[config.mk]
export PLATFORM = sky130hd
export DESIGN_NAME = averager_scheduler_flat
export DESIGN_NICKNAME = d
export VERILOG_FILES = /design/src/rtl/averager_scheduler_if.sv /design/src/rtl/averager_scheduler.sv /design/src/flat_wrapper.sv
export SDC_FILE = /design/constraint.sdc
export NUM_CORES = 1
export LEC_CHECK = 0
export ABC_AREA = 1
export CAP_MARGIN = 20
export CORE_MARGIN = 2
export CORE_UTILIZATION = 56
export CTS_CLUSTER_SIZE = 16
export DETAILED_ROUTE_END_ITERATION = 8
export MAX_ROUTING_LAYER = met4
export PLACE_DENSITY = 0.93
export SYNTH_ARGS = -nofsm -noshare
export SYNTH_HDL_FRONTEND = slang
export SYNTH_SLANG_ARGS = --single-unit
[constraint.sdc]
create_clock -name clk -period 3.1 [get_ports clk]
set_clock_uncertainty 0.15 [all_clocks]
set_input_delay 0.62 -clock clk [delete_from_list [all_inputs] [get_ports clk]]
set_output_delay 0.62 -clock clk [all_outputs]
set_load 0.05 [all_outputs]
[src/rtl/averager_scheduler_if.sv]
// Host and averager signals of the acquisition scheduler, bundled for one port.
// master drives the host/averager inputs; slave is the scheduler itself.
interface averager_scheduler_if #(
    parameter int WIDTH = 8,
    parameter int CNT_W = 32
);
    logic                start;
    logic                stop;
    logic                ack;
    logic                continuous;
    logic [31-WIDTH:0]   n_target;
    logic [CNT_W-1:0]    timeout;
    logic                avg_ready;
    logic [31-WIDTH:0]   avg_n_avg;
    logic                avg_restart;
    logic                avg_off;
    logic                busy;
    logic                done;
    logic                timed_out;
    logic [CNT_W-1:0]    acq_count;

    modport master (
        output start, stop, ack, continuous, n_target, timeout, avg_ready, avg_n_avg,
        input  avg_restart, avg_off, busy, done, timed_out, acq_count
    );

    modport slave (
        input  start, stop, ack, continuous, n_target, timeout, avg_ready, avg_n_avg,
        output avg_restart, avg_off, busy, done, timed_out, acq_count
    );
endinterface

[src/rtl/averager_scheduler.sv]
// Acquisition scheduler: restarts the averager, waits for n_target periods or a timeout.
// All outputs registered, one cycle after the deciding input; no backpressure, stop aborts anywhere.
module averager_scheduler #(
    parameter int WIDTH = 8,
    parameter int CNT_W = 32
) (
    input  logic                 clk,
    input  logic                 rst,
    averager_scheduler_if.slave  sif
);
    localparam int NW = 32 - WIDTH;

    typedef enum logic [2:0] {
        S_IDLE,
        S_ARM,
        S_RUN,
        S_DONE,
        S_TMO
    } state_e;

    state_e            state_q;
    logic [NW-1:0]     n_target_q;
    logic [CNT_W-1:0]  timeout_q;
    logic [CNT_W-1:0]  tmo_cnt_q;
    logic [CNT_W-1:0]  acq_count_q;
    logic              avg_restart_q;
    logic              avg_off_q;
    logic              busy_q;
    logic              done_q;
    logic              timed_out_q;

    logic [NW-1:0]     n_need;
    logic              complete;
    logic              expire;
    logic              arm_d;

    assign n_need   = (n_target_q == '0) ? NW'(1) : n_target_q;
    assign complete = sif.avg_ready && (sif.avg_n_avg >= n_need);
    assign expire   = (timeout_q != '0) && (tmo_cnt_q == timeout_q - CNT_W'(1));

    // Entering ARM this edge: host start from an idle state, or auto re-arm on ack.
    assign arm_d = !sif.stop &&
                   ((((state_q == S_IDLE) || (state_q == S_TMO)) && sif.start) ||
                    ((state_q == S_DONE) && sif.ack && sif.continuous));

    always_ff @(posedge clk) begin
        if (rst) begin
            state_q       <= S_IDLE;
            n_target_q    <= '0;
            timeout_q     <= '0;
            tmo_cnt_q     <= '0;
            acq_count_q   <= '0;
            avg_restart_q <= 1'b0;
            avg_off_q     <= 1'b1;
            busy_q        <= 1'b0;
            done_q        <= 1'b0;
            timed_out_q   <= 1'b0;
        end else begin
            avg_restart_q <= 1'b0;
            if (sif.stop) begin
                state_q   <= S_IDLE;
                avg_off_q <= 1'b1;
                busy_q    <= 1'b0;
                done_q    <= 1'b0;
            end else if (arm_d) begin
                state_q       <= S_ARM;
                n_target_q    <= sif.n_target;
                timeout_q     <= sif.timeout;
                tmo_cnt_q     <= '0;
                avg_restart_q <= 1'b1;
                avg_off_q     <= 1'b0;
                busy_q        <= 1'b1;
                done_q        <= 1'b0;
                timed_out_q   <= 1'b0;
            end else begin
                case (state_q)
                    S_ARM: state_q <= S_RUN;
                    S_RUN: begin
                        // Completion outranks a timeout expiring on the same edge.
                        if (complete) begin
                            state_q     <= S_DONE;
                            avg_off_q   <= 1'b1;
                            busy_q      <= 1'b0;
                            done_q      <= 1'b1;
                            acq_count_q <= acq_count_q + CNT_W'(1);
                        end else if (expire) begin
                            state_q     <= S_TMO;
                            avg_off_q   <= 1'b1;
                            busy_q      <= 1'b0;
                            timed_out_q <= 1'b1;
                        end else begin
                            tmo_cnt_q <= tmo_cnt_q + CNT_W'(1);
                        end
                    end
                    S_DONE: begin
                        if (sif.ack) begin
                            state_q <= S_IDLE;
                            done_q  <= 1'b0;
                        end
                    end
                    default: ;
                endcase
            end
        end
    end

    assign sif.avg_restart = avg_restart_q;
    assign sif.avg_off     = avg_off_q;
    assign sif.busy        = busy_q;
    assign sif.done        = done_q;
    assign sif.timed_out   = timed_out_q;
    assign sif.acq_count   = acq_count_q;
endmodule

[src/flat_wrapper.sv]
// flat-port wrapper written by rule: the top's interface ports become plain ports
module averager_scheduler_flat 
#(
    parameter int WIDTH = 8,
    parameter int CNT_W = 32
)
  (clk, rst, sif_start, sif_stop, sif_ack, sif_continuous, sif_n_target, sif_timeout, sif_avg_ready, sif_avg_n_avg, sif_avg_restart, sif_avg_off, sif_busy, sif_done, sif_timed_out, sif_acq_count);
  averager_scheduler_if #(.WIDTH(WIDTH), .CNT_W(CNT_W)) sif_i ();
  input  logic clk;
  input  logic rst;
  input wire logic [$bits(sif_i.start)-1:0] sif_start;
  input wire logic [$bits(sif_i.stop)-1:0] sif_stop;
  input wire logic [$bits(sif_i.ack)-1:0] sif_ack;
  input wire logic [$bits(sif_i.continuous)-1:0] sif_continuous;
  input wire logic [$bits(sif_i.n_target)-1:0] sif_n_target;
  input wire logic [$bits(sif_i.timeout)-1:0] sif_timeout;
  input wire logic [$bits(sif_i.avg_ready)-1:0] sif_avg_ready;
  input wire logic [$bits(sif_i.avg_n_avg)-1:0] sif_avg_n_avg;
  output wire logic [$bits(sif_i.avg_restart)-1:0] sif_avg_restart;
  output wire logic [$bits(sif_i.avg_off)-1:0] sif_avg_off;
  output wire logic [$bits(sif_i.busy)-1:0] sif_busy;
  output wire logic [$bits(sif_i.done)-1:0] sif_done;
  output wire logic [$bits(sif_i.timed_out)-1:0] sif_timed_out;
  output wire logic [$bits(sif_i.acq_count)-1:0] sif_acq_count;
  assign sif_i.start = sif_start;
  assign sif_i.stop = sif_stop;
  assign sif_i.ack = sif_ack;
  assign sif_i.continuous = sif_continuous;
  assign sif_i.n_target = sif_n_target;
  assign sif_i.timeout = sif_timeout;
  assign sif_i.avg_ready = sif_avg_ready;
  assign sif_i.avg_n_avg = sif_avg_n_avg;
  assign sif_avg_restart = sif_i.avg_restart;
  assign sif_avg_off = sif_i.avg_off;
  assign sif_busy = sif_i.busy;
  assign sif_done = sif_i.done;
  assign sif_timed_out = sif_i.timed_out;
  assign sif_acq_count = sif_i.acq_count;
  averager_scheduler #(.WIDTH(WIDTH), .CNT_W(CNT_W)) u_core (.clk(clk), .rst(rst), .sif(sif_i));
endmodule
Yosys cells after proc, flatten, opt, wreduce, memory -nomap -nowiden. Index checks and enable logic that the tools add are counted.

Register bits: 128. Input bits: 87. Output and inout bits: 37. Word-level logic and storage cells: 82.

Add/sub/neg operators: 3. Magnitude comparators: 1. Equal/unequal tests: 12. Mux-type cells: 25. Bitwise logic cells: 2. Reductions and logical operators: 28.

Operator list (count): two-way mux 32 bit (4); adder 32 x 1 -> 32 bit (second input constant) (2); == test 32 bit (1); nonzero test 32 bit (1); subtractor 32 x 1 -> 32 bit (second input constant) (1); >= comparator 24 bit (1); logical NOT 24 bit (1); two-way mux 24 bit (1); two-way mux 1 bit (15); AND reduction 4 bit (3); two-way mux 3 bit (3); one-hot mux 3 bit (3 select lines) (1); AND reduction 3 bit (3); == test 3 x 2 -> 1 bit (second input constant) (2); logical AND 1 bit (6); != test 2 bit (second input constant) (3); nonzero test 2 bit (3); nonzero test 3 bit (2); != test 4 x 1 -> 1 bit (second input constant) (1); AND reduction 2 bit (2); nonzero test 4 bit (1); == test 3 x 1 -> 1 bit (second input constant) (1); == test 3 bit (second input constant) (1); logical NOT 3 bit (1); other kinds (9) (11).

Longest topological paths before layout. Gate-level depths: netlist of run 1.

Word-level depth: 7. Mapped depth: 20. Mapped depth without buffers: 20.

Worst setup path after synthesis of run 1. Ideal clock, no wire load.

Kind: in2reg. Start point: in sif_avg_n_avg[23]. End point: reg u_core.acq_count_q[4] (netlist: u_core.sif.acq_count[4]). Library setup time: 117 ps. Arrival time: 2438 ps. Data required time: 2833 ps. Slack: 395 ps. Stages: 17. Path buffers: 2. Cells stage by stage: ha_1 nand2_1 inv_1 nand3_1 nor2_1 nand3_1 or2_1 nand4_1 nand2_1 inv_1 nand2_1 nor2_1 buf_4 buf_4 nand3_1 nand2_1 nor2_1.

Longest elaborated chain between the ends: 3.

RTL lines: start: declaration (RTL line flat_wrapper.sv:18) `input wire logic [$bits(sif_i.avg_n_avg)-1:0] sif_avg_n_avg;`; >= comparator 24 bit (RTL line averager_scheduler.sv:38) `assign complete = sif.avg_ready && (sif.avg_n_avg >= n_need);`; logical AND 1 bit (RTL line averager_scheduler.sv:38); AND reduction 4 bit (no source line); end signal: assignment (RTL line averager_scheduler.sv:85) `acq_count_q <= acq_count_q + CNT_W'(1);`; end: declaration (RTL line averager_scheduler.sv:25) `logic [CNT_W-1:0] acq_count_q;`.

No other way between the ends. A chain may end at the register's enable or synchronous reset.

Worst setup path in the final report of run 1.
Start point: reg u_core.n_target_q[4]. End point: reg u_core.tmo_cnt_q[17].

Longest elaborated chain between the ends: 6.

RTL lines: start: declaration (RTL line averager_scheduler.sv:22) `logic [NW-1:0] n_target_q;`; start signal: assignment (RTL line averager_scheduler.sv:67) `n_target_q <= sif.n_target;`; logical NOT 24 bit (RTL line averager_scheduler.sv:37) `assign n_need = (n_target_q == '0) ? NW'(1) : n_target_q;`; two-way mux 24 bit * (RTL line averager_scheduler.sv:37); >= comparator 24 bit * (RTL line averager_scheduler.sv:38); logical AND 1 bit * (RTL line averager_scheduler.sv:38); != test 2 bit (no source line) *; AND reduction 4 bit (no source line) *; end signal: assignment (RTL line averager_scheduler.sv:92) `tmo_cnt_q <= tmo_cnt_q + CNT_W'(1);`; end: declaration (RTL line averager_scheduler.sv:24) `logic [CNT_W-1:0] tmo_cnt_q;`.

Every way passes the cells marked *; elsewhere a longest branch is shown, timed or not.

==> results of run 1 <==
## worst max-delay path, stage by stage (launching register included)
cell	delay, ns
dfxtp_1	0.31
inv_1	0.10
nand4_1	0.13
nor3_2	0.14
a41o_1	0.19
ha_1	0.14
inv_1	0.06
a21oi_2	0.16
o21ai_2	0.08
a21oi_2	0.14
or2_1	0.11
nand4_1	0.13
nand2_1	0.14
inv_1	0.06
buf_4	0.15
nor2_4	0.19
clkbuf_16	0.20
nand4_1	0.12
a21oi_2	0.18
## cell usage after synthesis, drive strengths merged (6+ instances only)
cell type and count:
nand4 59, o21ai 72, nor2 176, buf 15
xnor2 24, dfxtp 128, a32o 6, nor3 37
clkbuf 36, nand3b 7, nand3 94, a21oi 120
nor4 20, ha 28, inv 142, xor2 52
nand2 315
## what timing repair did
| item | 4_1_cts | 5_1_grt |
|---|---|---|
| resized for setup | 1 | 28 |
| setup endpoints to repair | 5 | 57 |
| cloned | 0 | 2 |
| pin swaps | 0 | 9 |
| setup buffers | 0 | 1 |
## state kept, by name (all words and copies together), names as in the netlist
signal and count:
u_core.n_target_q 24, u_core.sif.acq_count 32, u_core.sif.avg_off 1, u_core.sif.avg_restart 1, u_core.sif.busy 1, u_core.sif.done 1
u_core.sif.timed_out 1, u_core.state_q 3, u_core.timeout_q 32, u_core.tmo_cnt_q 32
## placed cells by master (no fill, tap or decap), drive strengths merged
cell,count
nand4,59
a32o,6
clkbuf,18
o211ai,1
xor2,52
o21a,1
nand3b,7
o21ai,72
a211oi,1
nand2,315
buf,31
ha,28
and2,2
inv,147
nor4,20
xnor2,24
clkinv,6
o21bai,1
nor2,176
a41o,1
a31oi,2
or2,1
clkinvlp,3
clkdlybuf4s50,122
bufinv,2
dfxtp,128
nor3b,2
nor3,37
a21oi,120
nor2b,1
nand3,94
a22oi,1
## kinds of logic after synthesis
logic type      synth area share [%]
fa+ha+maj                       4.08
xor+xnor                        7.75
flops                           29.8
simple gates                    36.8
buf+inv                         8.97
compound gates                  12.6
## area by class of cell
cell class	count	area [um^2]	area share (%)
flip-flops and latches	128	2560	23.7
well taps	188	235	2.18
clock inverters	15	161	1.49
clock buffers	17	425	3.94
inverters	143	542	5.02
multi-input cells	1024	5330	49.3
repair buffers	154	1550	14.3
## layer usage
metal  GRT usage, %  routed length, um  vias up
met5              -                  0        -
met4           15.1                948        0
met3           6.30               2520      102
met2           55.3              13000      565
met1           41.7              10900     4474
li1               -                  -     4699
## worst min path at each step
stage	startpoint	to	slack [ns]
after floorplan	u_core.n_target_q[1]	u_core.n_target_q[1]	0.30
after global placement	u_core.sif.timed_out	u_core.sif.timed_out	0.30
final	u_core.n_target_q[10]	u_core.n_target_q[10]	0.31
after global routing	u_core.n_target_q[10]	u_core.n_target_q[10]	0.34
after CTS	u_core.sif.done	u_core.sif.done	0.32
after detailed placement	u_core.sif.done	u_core.sif.done	0.31
## per-stage QoR
step | hold WS [ns] | setup WS [ns] | utilization [%]
3_5_place_dp | 0.310 | -0.276 | 66.9
2_1_floorplan | 0.298 | 0.395 | -
3_3_place_gp | 0.296 | -0.152 | 66.9
5_1_grt | 0.337 | -0.0152 | 71.6
6_report | 0.311 | 0.134 | 71.6
4_1_cts | 0.324 | 0.0148 | 70.8
## power groups by stage
| stage | combinational, mW | sequential (mW) | clock (mW) |
|---|---|---|---|
| after floorplan | 0.659 | 1.78 | 0 |
| after global placement | 0.956 | 1.79 | 0 |
| after detailed placement | 0.980 | 1.79 | 0 |
| after CTS | 0.999 | 1.75 | 2.03 |
| after global routing | 1.18 | 1.76 | 2.11 |
| final | 1.06 | 1.76 | 2.02 |
==> impl_metrics.env, run 1 <==
export IMPL_relSlewSlack_pct=58.1
export IMPL_dp_cells=1634
export IMPL_finish_cell_count_without_fillers=1669
export IMPL_synthCells=1346
export IMPL_internal_power_mw=3.30
export IMPL_cp_max_fo=8
export IMPL_start_util_pct=56.9
export IMPL_ff2ff_setup_slack_ns=0.13
export IMPL_p_seq_share_pct=36.3
export IMPL_grt_pass1_wl_mm=43.7
export IMPL_diodes=0
export IMPL_io_buffers=123
export IMPL_syn_area_um2=8590
export IMPL_dp_hpwl_mm=19.5
export IMPL_worst_pin_slew_ns=0.622
export IMPL_crit_type="flip-flop to flip-flop"
export IMPL_maxCapViolations=0
export IMPL_dieHeight_um=128
export IMPL_track_usage_pct=34.1
export IMPL_drive_above_1_share_pct=7.16
export IMPL_synth_edf_count=0
export IMPL_firstDrtPassIters=5
export IMPL_synth_top_area_share_pct=29.8
export IMPL_placed_area_um2=10100
export IMPL_power_frac_comb_pct=21.9
export IMPL_area_growth_pct=25.8
export IMPL_crit_path_end="u_core.tmo_cnt_q[17]"
export IMPL_status="complete, no violations"
export IMPL_p_sw_mw=1.54
export IMPL_required_ns=3.31
export IMPL_period_share_pct=95.7
export IMPL_cts_tree="done"
export IMPL_leakage_nw=4.33
export IMPL_finalMaxSlewViolations=0
export IMPL_syn_nets=1461
export IMPL_regToRegStartpoint="u_core.n_target_q[4]"
export IMPL_setup_tns_final_ns=0
export IMPL_ys_flop_type="dfxtp_1"
export IMPL_grt_max_degree=61
export IMPL_worstSetupStartpoint="u_core.n_target_q[4]"
export IMPL_cts_sinks=128
export IMPL_design_core_area_um2=15100
export IMPL_cp_arrival_ns=3.17
export IMPL_antenna_left=0
export IMPL_crit_path_start_kind="flip-flop"
export IMPL_r2r_end="u_core.tmo_cnt_q[17]"
export IMPL_finalHoldViolCount=0
export IMPL_yosysSeqAreaShare_pct=29.8
export IMPL_die_area_um2=16300
export IMPL_power_density_nw_per_um2=448
export IMPL_min_path_type="flip-flop to flip-flop"
export IMPL_synth_area_per_cell_um2=6.38
export IMPL_ys_ff_latch=128
export IMPL_overflow=0
export IMPL_finalSetupViolCount=0
export IMPL_design_area_um2=10800
export IMPL_hold_buffers=0
export IMPL_reg2regPathDepth=18
export IMPL_grt_antenna_before_repair=0
export IMPL_peakVddDrop_v=0.000428
export IMPL_fp_dieW_um=128
export IMPL_fmax_mhz=337
export IMPL_async_flop_share_pct=0
export IMPL_routed_via_density=5.90
export IMPL_synth_top_cell_by_area="dfxtp_1"
export IMPL_cts_buffers=17
export IMPL_end_kind="flip-flop"
export IMPL_clk_pin_slew_ns=0.06
export IMPL_wl_per_cell_um=16.4
export IMPL_rows=45
export IMPL_h_tree_depth=4
export IMPL_p_sw_share_pct=31.8
export IMPL_wl_mm=27.4
export IMPL_drt_iter0_drc=1192
export IMPL_ys_types=40
export IMPL_grt_pass1_vias=9070
export IMPL_n_fill_cell=1174
export IMPL_globalplace_congestion=1.04
export IMPL_vias=9840
export IMPL_pin_count=124
export IMPL_yosys_warnings=0
export IMPL_ctsRootBufferMaster="clkbuf_16"
export IMPL_worstSkewPairLatency_ns=0.44
export IMPL_clockBufferDepth=2
export IMPL_hold_depth=2
export IMPL_route_detailed_drc=0
export IMPL_period_needed_ns=2.97
export IMPL_total_power_mw=4.84
export IMPL_synthTopCellsByArea="dfxtp_1 30%, nand2_1 14%, nor2_1 7.2%, a21oi_1 7.0%, inv_1 6.1%"
export IMPL_clockPowerShare_pct=41.8
export IMPL_fin_nets=1583
Power figures use the tool's default switching activity.
==> run 2, diff against run 1 <==
--- a/config.mk
+++ b/config.mk
@@ -7,4 +7,5 @@
 export LEC_CHECK = 0
 export ABC_AREA = 1
+export ABC_CLOCK_PERIOD_IN_PS = 3100
 export CAP_MARGIN = 20
 export CORE_MARGIN = 2
--- a/constraint.sdc
+++ b/constraint.sdc
@@ -3,3 +3,3 @@
 set_input_delay 0.62 -clock clk [delete_from_list [all_inputs] [get_ports clk]]
 set_output_delay 0.62 -clock clk [all_outputs]
-set_load 0.05 [all_outputs]
+set_load 0.02 [all_outputs]
==> results of run 2 <==
Same layout as run 1 (identical final DEF). Status: complete, no violations.
